**src/rtl/sdram_axi_pkg.sv**
```systemverilog
// Shared definitions for the SDRAM AXI burst master.
//   state_e     : burst master FSM state encoding
//   AXI_*       : AXI4 burst-type and response codes
//   crosses_4k  : true when an INCR burst of 32-bit beats would run past a
//                 4 KB boundary (AXI forbids bursts that cross one)
package sdram_axi_pkg;

  typedef enum logic [2:0] {
    ST_IDLE,
    ST_REJECT,
    ST_WR_ADDR,
    ST_WR_DATA,
    ST_WR_RESP,
    ST_RD_ADDR,
    ST_RD_DATA,
    ST_DONE
  } state_e;

  localparam logic [1:0] AXI_BURST_INCR  = 2'b01;
  localparam logic [1:0] AXI_RESP_OKAY   = 2'b00;
  localparam logic [1:0] AXI_RESP_SLVERR = 2'b10;
  localparam logic [1:0] AXI_RESP_DECERR = 2'b11;

  // The end address is computed in 13 bits so that an end landing exactly on
  // 4096 (burst fills the page) is legal and anything beyond is not.
  function automatic logic crosses_4k(input logic [11:0] addr_lo,
                                      input logic [7:0]  len);
    logic [12:0] end_addr;
    end_addr = {1'b0, addr_lo} + {3'b000, len, 2'b00} + 13'd4;
    return end_addr > 13'd4096;
  endfunction

endpackage

```
**src/rtl/sdram_axi_burst_master.sv**
```systemverilog
// Command-driven AXI4 INCR burst initiator for the SDRAM AXI controller.
// One accepted command produces exactly one AXI read or write burst.
// Ports:
//   ACLK, ARSTN                  clock, async active-low reset
//   cmd_*                        command request (write/read, address, len)
//   wr_valid_i/wr_ready_o/...    write-data stream, passed to the W channel
//   rd_valid_o/rd_ready_i/...    read-data stream, fed from the R channel
//   done_o/done_resp_o/done_err_o completion pulse, worst response, error flag
//   M00_AXI_*                    AXI4 master (AW, W, B, AR, R channels)
module sdram_axi_burst_master
  import sdram_axi_pkg::*;
#(
  parameter int ADDR_WIDTH = 32,
  parameter int DATA_WIDTH = 32
) (
  input  logic                  ACLK,
  input  logic                  ARSTN,
  input  logic                  cmd_valid_i,
  output logic                  cmd_ready_o,
  input  logic                  cmd_write_i,
  input  logic [ADDR_WIDTH-1:0] cmd_addr_i,
  input  logic [7:0]            cmd_len_i,
  input  logic                  wr_valid_i,
  output logic                  wr_ready_o,
  input  logic [DATA_WIDTH-1:0] wr_data_i,
  input  logic [3:0]            wr_strb_i,
  output logic                  rd_valid_o,
  input  logic                  rd_ready_i,
  output logic [DATA_WIDTH-1:0] rd_data_o,
  output logic                  rd_last_o,
  output logic                  done_o,
  output logic [1:0]            done_resp_o,
  output logic                  done_err_o,
  output logic                  M00_AXI_awvalid,
  input  logic                  M00_AXI_awready,
  output logic [ADDR_WIDTH-1:0] M00_AXI_awaddr,
  output logic [7:0]            M00_AXI_awlen,
  output logic [1:0]            M00_AXI_awburst,
  output logic                  M00_AXI_wvalid,
  input  logic                  M00_AXI_wready,
  output logic [DATA_WIDTH-1:0] M00_AXI_wdata,
  output logic [3:0]            M00_AXI_wstrb,
  output logic                  M00_AXI_wlast,
  input  logic                  M00_AXI_bvalid,
  output logic                  M00_AXI_bready,
  input  logic [1:0]            M00_AXI_bresp,
  output logic                  M00_AXI_arvalid,
  input  logic                  M00_AXI_arready,
  output logic [ADDR_WIDTH-1:0] M00_AXI_araddr,
  output logic [7:0]            M00_AXI_arlen,
  output logic [1:0]            M00_AXI_arburst,
  input  logic                  M00_AXI_rvalid,
  output logic                  M00_AXI_rready,
  input  logic [DATA_WIDTH-1:0] M00_AXI_rdata,
  input  logic [1:0]            M00_AXI_rresp,
  input  logic                  M00_AXI_rlast
);

  state_e                state_q, state_d;
  logic                  alive_q;     // low during reset so cmd_ready_o stays 0
  logic [ADDR_WIDTH-1:0] addr_q;
  logic [7:0]            len_q;
  logic [7:0]            beat_q;
  logic [1:0]            resp_q;
  logic                  err_q;
  logic [1:0]            done_resp_q;
  logic                  done_err_q;
  logic                  last_beat;

  assign last_beat       = (beat_q == len_q);
  assign M00_AXI_awaddr  = addr_q;
  assign M00_AXI_awlen   = len_q;
  assign M00_AXI_awburst = AXI_BURST_INCR;
  assign M00_AXI_araddr  = addr_q;
  assign M00_AXI_arlen   = len_q;
  assign M00_AXI_arburst = AXI_BURST_INCR;

  // Show the fresh result in the same cycle as the done_o pulse, then hold it.
  assign done_resp_o = (state_q == ST_DONE) ? resp_q : done_resp_q;
  assign done_err_o  = (state_q == ST_DONE) ? err_q  : done_err_q;

  // NOTE: every output and state_d gets a default before the case statement,
  // so no path through this block leaves a value unassigned (no latches).
  always_comb begin
    state_d         = state_q;
    cmd_ready_o     = 1'b0;
    wr_ready_o      = 1'b0;
    rd_valid_o      = 1'b0;
    rd_data_o       = '0;
    rd_last_o       = 1'b0;
    done_o          = 1'b0;
    M00_AXI_awvalid = 1'b0;
    M00_AXI_wvalid  = 1'b0;
    M00_AXI_wdata   = '0;
    M00_AXI_wstrb   = '0;
    M00_AXI_wlast   = 1'b0;
    M00_AXI_bready  = 1'b0;
    M00_AXI_arvalid = 1'b0;
    M00_AXI_rready  = 1'b0;
    case (state_q)
      ST_IDLE: begin
        cmd_ready_o = alive_q;
        if (cmd_valid_i && alive_q) begin
          if (cmd_addr_i[1:0] != 2'b00 || crosses_4k(cmd_addr_i[11:0], cmd_len_i))
            state_d = ST_REJECT;
          else
            state_d = cmd_write_i ? ST_WR_ADDR : ST_RD_ADDR;
        end
      end
      ST_REJECT: state_d = ST_DONE;
      ST_WR_ADDR: begin
        M00_AXI_awvalid = 1'b1;
        if (M00_AXI_awready) state_d = ST_WR_DATA;
      end
      ST_WR_DATA: begin
        // Stream and W channel are wired straight through; valid never
        // depends on an AXI ready, only the stream-side ready does.
        M00_AXI_wvalid = wr_valid_i;
        wr_ready_o     = M00_AXI_wready;
        M00_AXI_wdata  = wr_data_i;
        M00_AXI_wstrb  = wr_strb_i;
        M00_AXI_wlast  = last_beat;
        if (wr_valid_i && M00_AXI_wready && last_beat) state_d = ST_WR_RESP;
      end
      ST_WR_RESP: begin
        M00_AXI_bready = 1'b1;
        if (M00_AXI_bvalid) state_d = ST_DONE;
      end
      ST_RD_ADDR: begin
        M00_AXI_arvalid = 1'b1;
        if (M00_AXI_arready) state_d = ST_RD_DATA;
      end
      ST_RD_DATA: begin
        M00_AXI_rready = rd_ready_i;
        rd_valid_o     = M00_AXI_rvalid;
        rd_data_o      = M00_AXI_rdata;
        rd_last_o      = M00_AXI_rlast;
        // The slave's rlast ends the burst even when the count disagrees.
        if (M00_AXI_rvalid && rd_ready_i && M00_AXI_rlast) state_d = ST_DONE;
      end
      ST_DONE: begin
        done_o  = 1'b1;
        state_d = ST_IDLE;
      end
      default: state_d = ST_IDLE;
    endcase
  end

  // NOTE: sequential state uses non-blocking assignments so every register
  // samples the pre-edge values, independent of statement order.
  always_ff @(posedge ACLK or negedge ARSTN) begin
    if (!ARSTN) begin
      state_q <= ST_IDLE;
      alive_q <= 1'b0;
    end else begin
      state_q <= state_d;
      alive_q <= 1'b1;
    end
  end

  always_ff @(posedge ACLK or negedge ARSTN) begin
    if (!ARSTN) begin
      addr_q      <= '0;
      len_q       <= '0;
      beat_q      <= '0;
      resp_q      <= AXI_RESP_OKAY;
      err_q       <= 1'b0;
      done_resp_q <= AXI_RESP_OKAY;
      done_err_q  <= 1'b0;
    end else begin
      case (state_q)
        ST_IDLE: if (cmd_valid_i && alive_q) begin
          addr_q <= cmd_addr_i;
          len_q  <= cmd_len_i;
          resp_q <= AXI_RESP_OKAY;
          err_q  <= 1'b0;
        end
        ST_REJECT:  err_q <= 1'b1;
        ST_WR_ADDR: if (M00_AXI_awready) beat_q <= '0;
        ST_WR_DATA: if (wr_valid_i && M00_AXI_wready) beat_q <= beat_q + 8'd1;
        ST_WR_RESP: if (M00_AXI_bvalid) resp_q <= M00_AXI_bresp;
        ST_RD_ADDR: if (M00_AXI_arready) beat_q <= '0;
        ST_RD_DATA: if (M00_AXI_rvalid && rd_ready_i) begin
          beat_q <= beat_q + 8'd1;
          if (M00_AXI_rresp > resp_q) resp_q <= M00_AXI_rresp;
          // Early rlast or missing rlast on the final counted beat.
          if (M00_AXI_rlast != last_beat) err_q <= 1'b1;
        end
        ST_DONE: begin
          done_resp_q <= resp_q;
          done_err_q  <= err_q;
        end
        default: ;
      endcase
    end
  end

endmodule

```
**config.mk**
```make
export PLATFORM = sky130hd
export DESIGN_NAME = sdram_axi_burst_master
export DESIGN_NICKNAME = d
export VERILOG_FILES = /design/src/rtl/sdram_axi_pkg.sv /design/src/rtl/sdram_axi_burst_master.sv
export SDC_FILE = /design/constraint.sdc
export NUM_CORES = 1
export LEC_CHECK = 0
export ABC_CLOCK_PERIOD_IN_PS = 2100
export BUFFER_PORTS_ARGS = -buffer_cell sky130_fd_sc_hd__buf_2
export CORE_AREA = 2 2 114 116
export DETAILED_ROUTE_END_ITERATION = 10
export DIE_AREA = 0 0 116 118
export GPL_ROUTABILITY_DRIVEN = 0
export GPL_TIMING_DRIVEN = 0
export PLACE_DENSITY = 0.63
export SLEW_MARGIN = 20
export SYNTH_ARGS = -nofsm -noshare
export SYNTH_HDL_FRONTEND = slang
export SYNTH_SLANG_ARGS = --single-unit
```
**constraint.sdc**
```tcl
create_clock -name ACLK -period 2.1 [get_ports ACLK]
set_clock_uncertainty 0.15 [all_clocks]
set_input_delay 0.105 -clock ACLK [delete_from_list [all_inputs] [get_ports ACLK]]
set_output_delay 0.105 -clock ACLK [all_outputs]
set_load 0.005 [all_outputs]
```
==> results.yml <==
drt:
  avgRoutedWirePerCell_um: 16.0
  route.vias.total: 4514
  vias_per_cell: 4.75
  ant_nets: 0
  post-route-drc-count: 0
  drt-initial-drc-count: 198
  wl_um: 15200
  drt_first_pass_iters: 4
worst_setup_path:
  worst-endpoint-arrival_ns: 2.23
  cp-endpoint: "state_q[0]"
  critPathLaunchType: "input port"
  critical_path.slowest_cell: "sky130_fd_sc_hd__fa_1"
  cp.required_ns: 2.14
  worstSetupEndpointType: "flip-flop"
  worst_r2r_endpoint: "beat_q[7]"
  setup.reg_to_reg.worst_slack_ns: -0.02
  critPathMaxFanout: 2
  critical_path.most_common_cell: "sky130_fd_sc_hd__ha_4"
  path_cells: "buf_8 -> ha_4 -> ha_4 -> inv_2 -> fa_1 -> nor4b_4 -> o2111ai_1 -> or3_4 -> a221oi_2 -> a31o_2 -> a31oi_1"
  worst-setup-path-type: "input port to flip-flop"
  r2r_start: "state_q[0]"
  crit_start: "cmd_len_i[1]"
  crit_path_max_incr_delay_ns: 0.47
  worstRegToRegCells: 7
final_layout:
  layout.cells.most_common: "sky130_fd_sc_hd__buf_2"
  layout.cells.most_common_list: "283 x sky130_fd_sc_hd__buf_2, 79 x sky130_fd_sc_hd__and3_1, 58 x sky130_fd_sc_hd__dfrtp_1"
  final_util_pct: 54.2
  diodes: 0
  nNetsFinal: 917
  syn2layout_area_growth_pct: 66.0
  stdcell_area_um2: 6730
  layout-drive-gt1-share_pct: 56.6
  fill_cells: 1169
die:
  die_h_um: 118
  design.die.area_um2: 13700
  pin_count: 290
  floorplan.initialDensity_pct: 32.7
  core.rowCount: 41
  coreArea_um2: 12400
  horizontal_die_dimension_um: 116
sta:
  timing_worst_slew_pin_value_ns: 0.730
  final.setup.worst_slack_ns: -0.0942
  fmaxAchievable_mhz: 456
  slew_headroom_pct: 51.3
  slew_viol_final: 0
  hold_violations: 0
  finalWorstPathRequiredPeriod_ns: 2.19
  tightest_hold_margin_ns: 0.0171
  setup_viol_count_final: 2
  crit_share_post_route_pct: 104
  unrepaired_setup_endpoints_after_global_routing: "yes"
yosys:
  yosys-top-cells-area: "sky130_fd_sc_hd__dfrtp_1 36%, sky130_fd_sc_hd__and3_1 12%, sky130_fd_sc_hd__mux2_2 11%"
  share_of_synthesized_cell_area_in_full_adder_half_adder_and_majority_cells_pct: 6.36
  muxShareOfSynthArea_pct: 11.9
  seq_area_frac_synth_pct: 35.8
  synthesis.area_per_instance_um2: 9.52
  synth_xor_area_share_pct: 2.16
  synth_compound_area_share_pct: 9.47
  synth-main-ff-cell: "sky130_fd_sc_hd__dfrtp_1"
  synth_largest_type_area_fraction_pct: 35.8
  synth.distinct_cells: 48
  yosysWarningCount: 0
  synth_seq_cells: 58
  synthesis.area_um2: 4060
  synth.largest_area_cell: "sky130_fd_sc_hd__dfrtp_1"
  synth_edf_count: 0
  synthSimpleGateAreaFrac_pct: 21.3
  mapped_cells: 426
  dominant_combinational_cell_family_by_area_after_synthesis: "simple AND/OR/NAND/NOR gates"
  synth-async-reset-ratio_pct: 100
grt:
  grt_pass1_vias: 4416
  grt_antenna_before_repair: 0
  pin_count_of_the_biggest_net_entering_global_routing: 59
  wire_length_of_the_first_global_routing_pass_um: 22900
  globalRouteTotalUtil_pct: 21.1
  globalRouteOverflowTotal: 0
power_and_ir_drop:
  share_clk_of_total_power_pct: 20.8
  vdd_ir_drop_max_uv: 506
  p_comb_share_pct: 54.1
  power.share.switching_pct: 36.9
  power.internal_mw: 4.87
  switching_power_mw: 2.85
  power.leakage_nw: 3.99
  pd_cells_nw_per_um2: 1150
  totalPowerFinal_mw: 7.72
  pwr-share-seq_pct: 25.0
clock_network:
  cts.path.max_buffers: 2
  clock_latency_of_the_later_clocked_register_in_the_worst_skew_pair_ns: 0.32
  clock_tree.root_cell: "sky130_fd_sc_hd__clkbuf_16"
  clock-sinks: 58
  h_tree_depth: 3
  cts-buffers-inserted: 9
  tritoncts_clock_tree: "done"
  clk_slew_on_worst_s_h_paths_ns: 0.05
placed_design:
  final_hpwl_from_detailed_placement_um: 11600
  numPortBuffers: 285
  placement.cell_area_um2: 5770
  dp_worst_setup_slack_ns: -0.484
job:
  cap_viol_max_count: 0
outcome:
  violations_in_the_final_reports: "negative setup slack"
  outcome: "complete, but fails checks"
min_path:
  hp-class: "input port to flip-flop"
==> area by class of cell <==
cell class	count	area, um^2	share of cell area [%]
Multi-Input combinational cell	286	2260	33.5
Timing Repair Buffer	333	1920	28.5
Sequential cell	58	1450	21.6
Buffer	68	495	7.36
Clock buffer	12	256	3.81
Tap cell	172	215	3.20
Clock inverter	4	73.8	1.10
Inverter	17	66.3	0.985
==> cells by family (layout without fill, tap and decap cells) <==
logic type | after synthesis | count (layout)
adders and majority gates | 20 | 20
and+or+nand+nor | 150 | 150
AOI/OAI and AO/OA | 58 | 58
buffers and inverters | 85 | 434
DFF | 58 | 58
other | 2 | 5
xor gates and xnor gates | 10 | 10
muxes | 43 | 43
==> stage by stage <==
stage | TNS (ns) | cells
global placement | -6.23 | 886
detailed placement | -6.48 | 886
CTS | -0.0883 | 947
finish | -0.117 | 950
floorplan | -0.390 | 429
global route | -1.01 | 950
==> cells in the mapped netlist, types with 3 or more instances <==
master	number
sky130_fd_sc_hd__and3_1	79
sky130_fd_sc_hd__dfrtp_1	58
sky130_fd_sc_hd__buf_4	45
sky130_fd_sc_hd__mux2_2	39
sky130_fd_sc_hd__o21ai_0	21
sky130_fd_sc_hd__ha_1	19
sky130_fd_sc_hd__clkbuf_1	16
sky130_fd_sc_hd__nand2_1	16
sky130_fd_sc_hd__inv_1	15
sky130_fd_sc_hd__nand3_1	12
sky130_fd_sc_hd__nor2_1	11
sky130_fd_sc_hd__a21oi_1	10
sky130_fd_sc_hd__xor2_1	9
sky130_fd_sc_hd__nand2b_1	6
sky130_fd_sc_hd__a21o_1	5
sky130_fd_sc_hd__nor3_1	5
sky130_fd_sc_hd__a22o_1	4
sky130_fd_sc_hd__buf_6	4
sky130_fd_sc_hd__nor2b_1	4
sky130_fd_sc_hd__mux2_1	3
sky130_fd_sc_hd__nor4_1	3
sky130_fd_sc_hd__o31ai_1	3
sky130_fd_sc_hd__or3_1	3
==> power by group through the flow <==
stage	Sequential, mW	Clock [mW]	Combinational [mW]
6_report	1.93	1.61	4.18
5_1_grt	2.00	1.69	4.55
4_1_cts	1.92	1.63	3.99
3_5_place_dp	1.93	0	3.78
3_3_place_gp	1.90	0	3.74
2_1_floorplan	1.86	0	2.20
==> flip-flops by register name, summed over array words and instances (netlist names) <==
| signal | flops |
|---|---|
| M00_AXI_araddr | 32 |
| M00_AXI_arlen | 8 |
| beat_q | 8 |
| state_q | 3 |
| done_resp_q | 2 |
| resp_q | 2 |
| alive_q | 1 |
| done_err_q | 1 |
| err_q | 1 |
==> worst max-delay path: cells and delay by family <==
kind	cells	cell delay [ns]
adder cells (fa/ha/maj)	3	0.85
buffers and inverters	2	0.13
AO/OA/AOI/OAI	4	0.61
AND/OR/NAND/NOR	2	0.53
==> metal layers <==
layer  track usage, %  part of all wire, %
met5                0                    0
met1             27.0                   42
met3             3.60                  5.0
met4             6.18                  2.1
met2             36.0                   51
==> repair_timing <==
item / in CTS / in global routing
pin swaps: 7 / 6
endpoints found under the setup margin: 99 / 100
gates resized for setup: 22 / 36
hold endpoints to repair: 101 / 0
hold buffers: 44 / 0
setup buffers: 1 / 3
==> how the worst min path moves through the flow <==
stage                                start                 end  cells after the start  slack [ns]
after floorplan                      ARSTN   M00_AXI_araddr[0]                      0       -0.34
final                     M00_AXI_rresp[0]           resp_q[0]                      3        0.02
after global routing      M00_AXI_rresp[1]           resp_q[1]                      3        0.03
after detailed placement             ARSTN  M00_AXI_araddr[14]                      1        0.07
after CTS                 M00_AXI_rresp[0]           resp_q[0]                      3       0.009
after global placement      cmd_addr_i[31]  M00_AXI_araddr[31]                      2        0.17
Note: power is estimated with default switching activity, not from simulation.
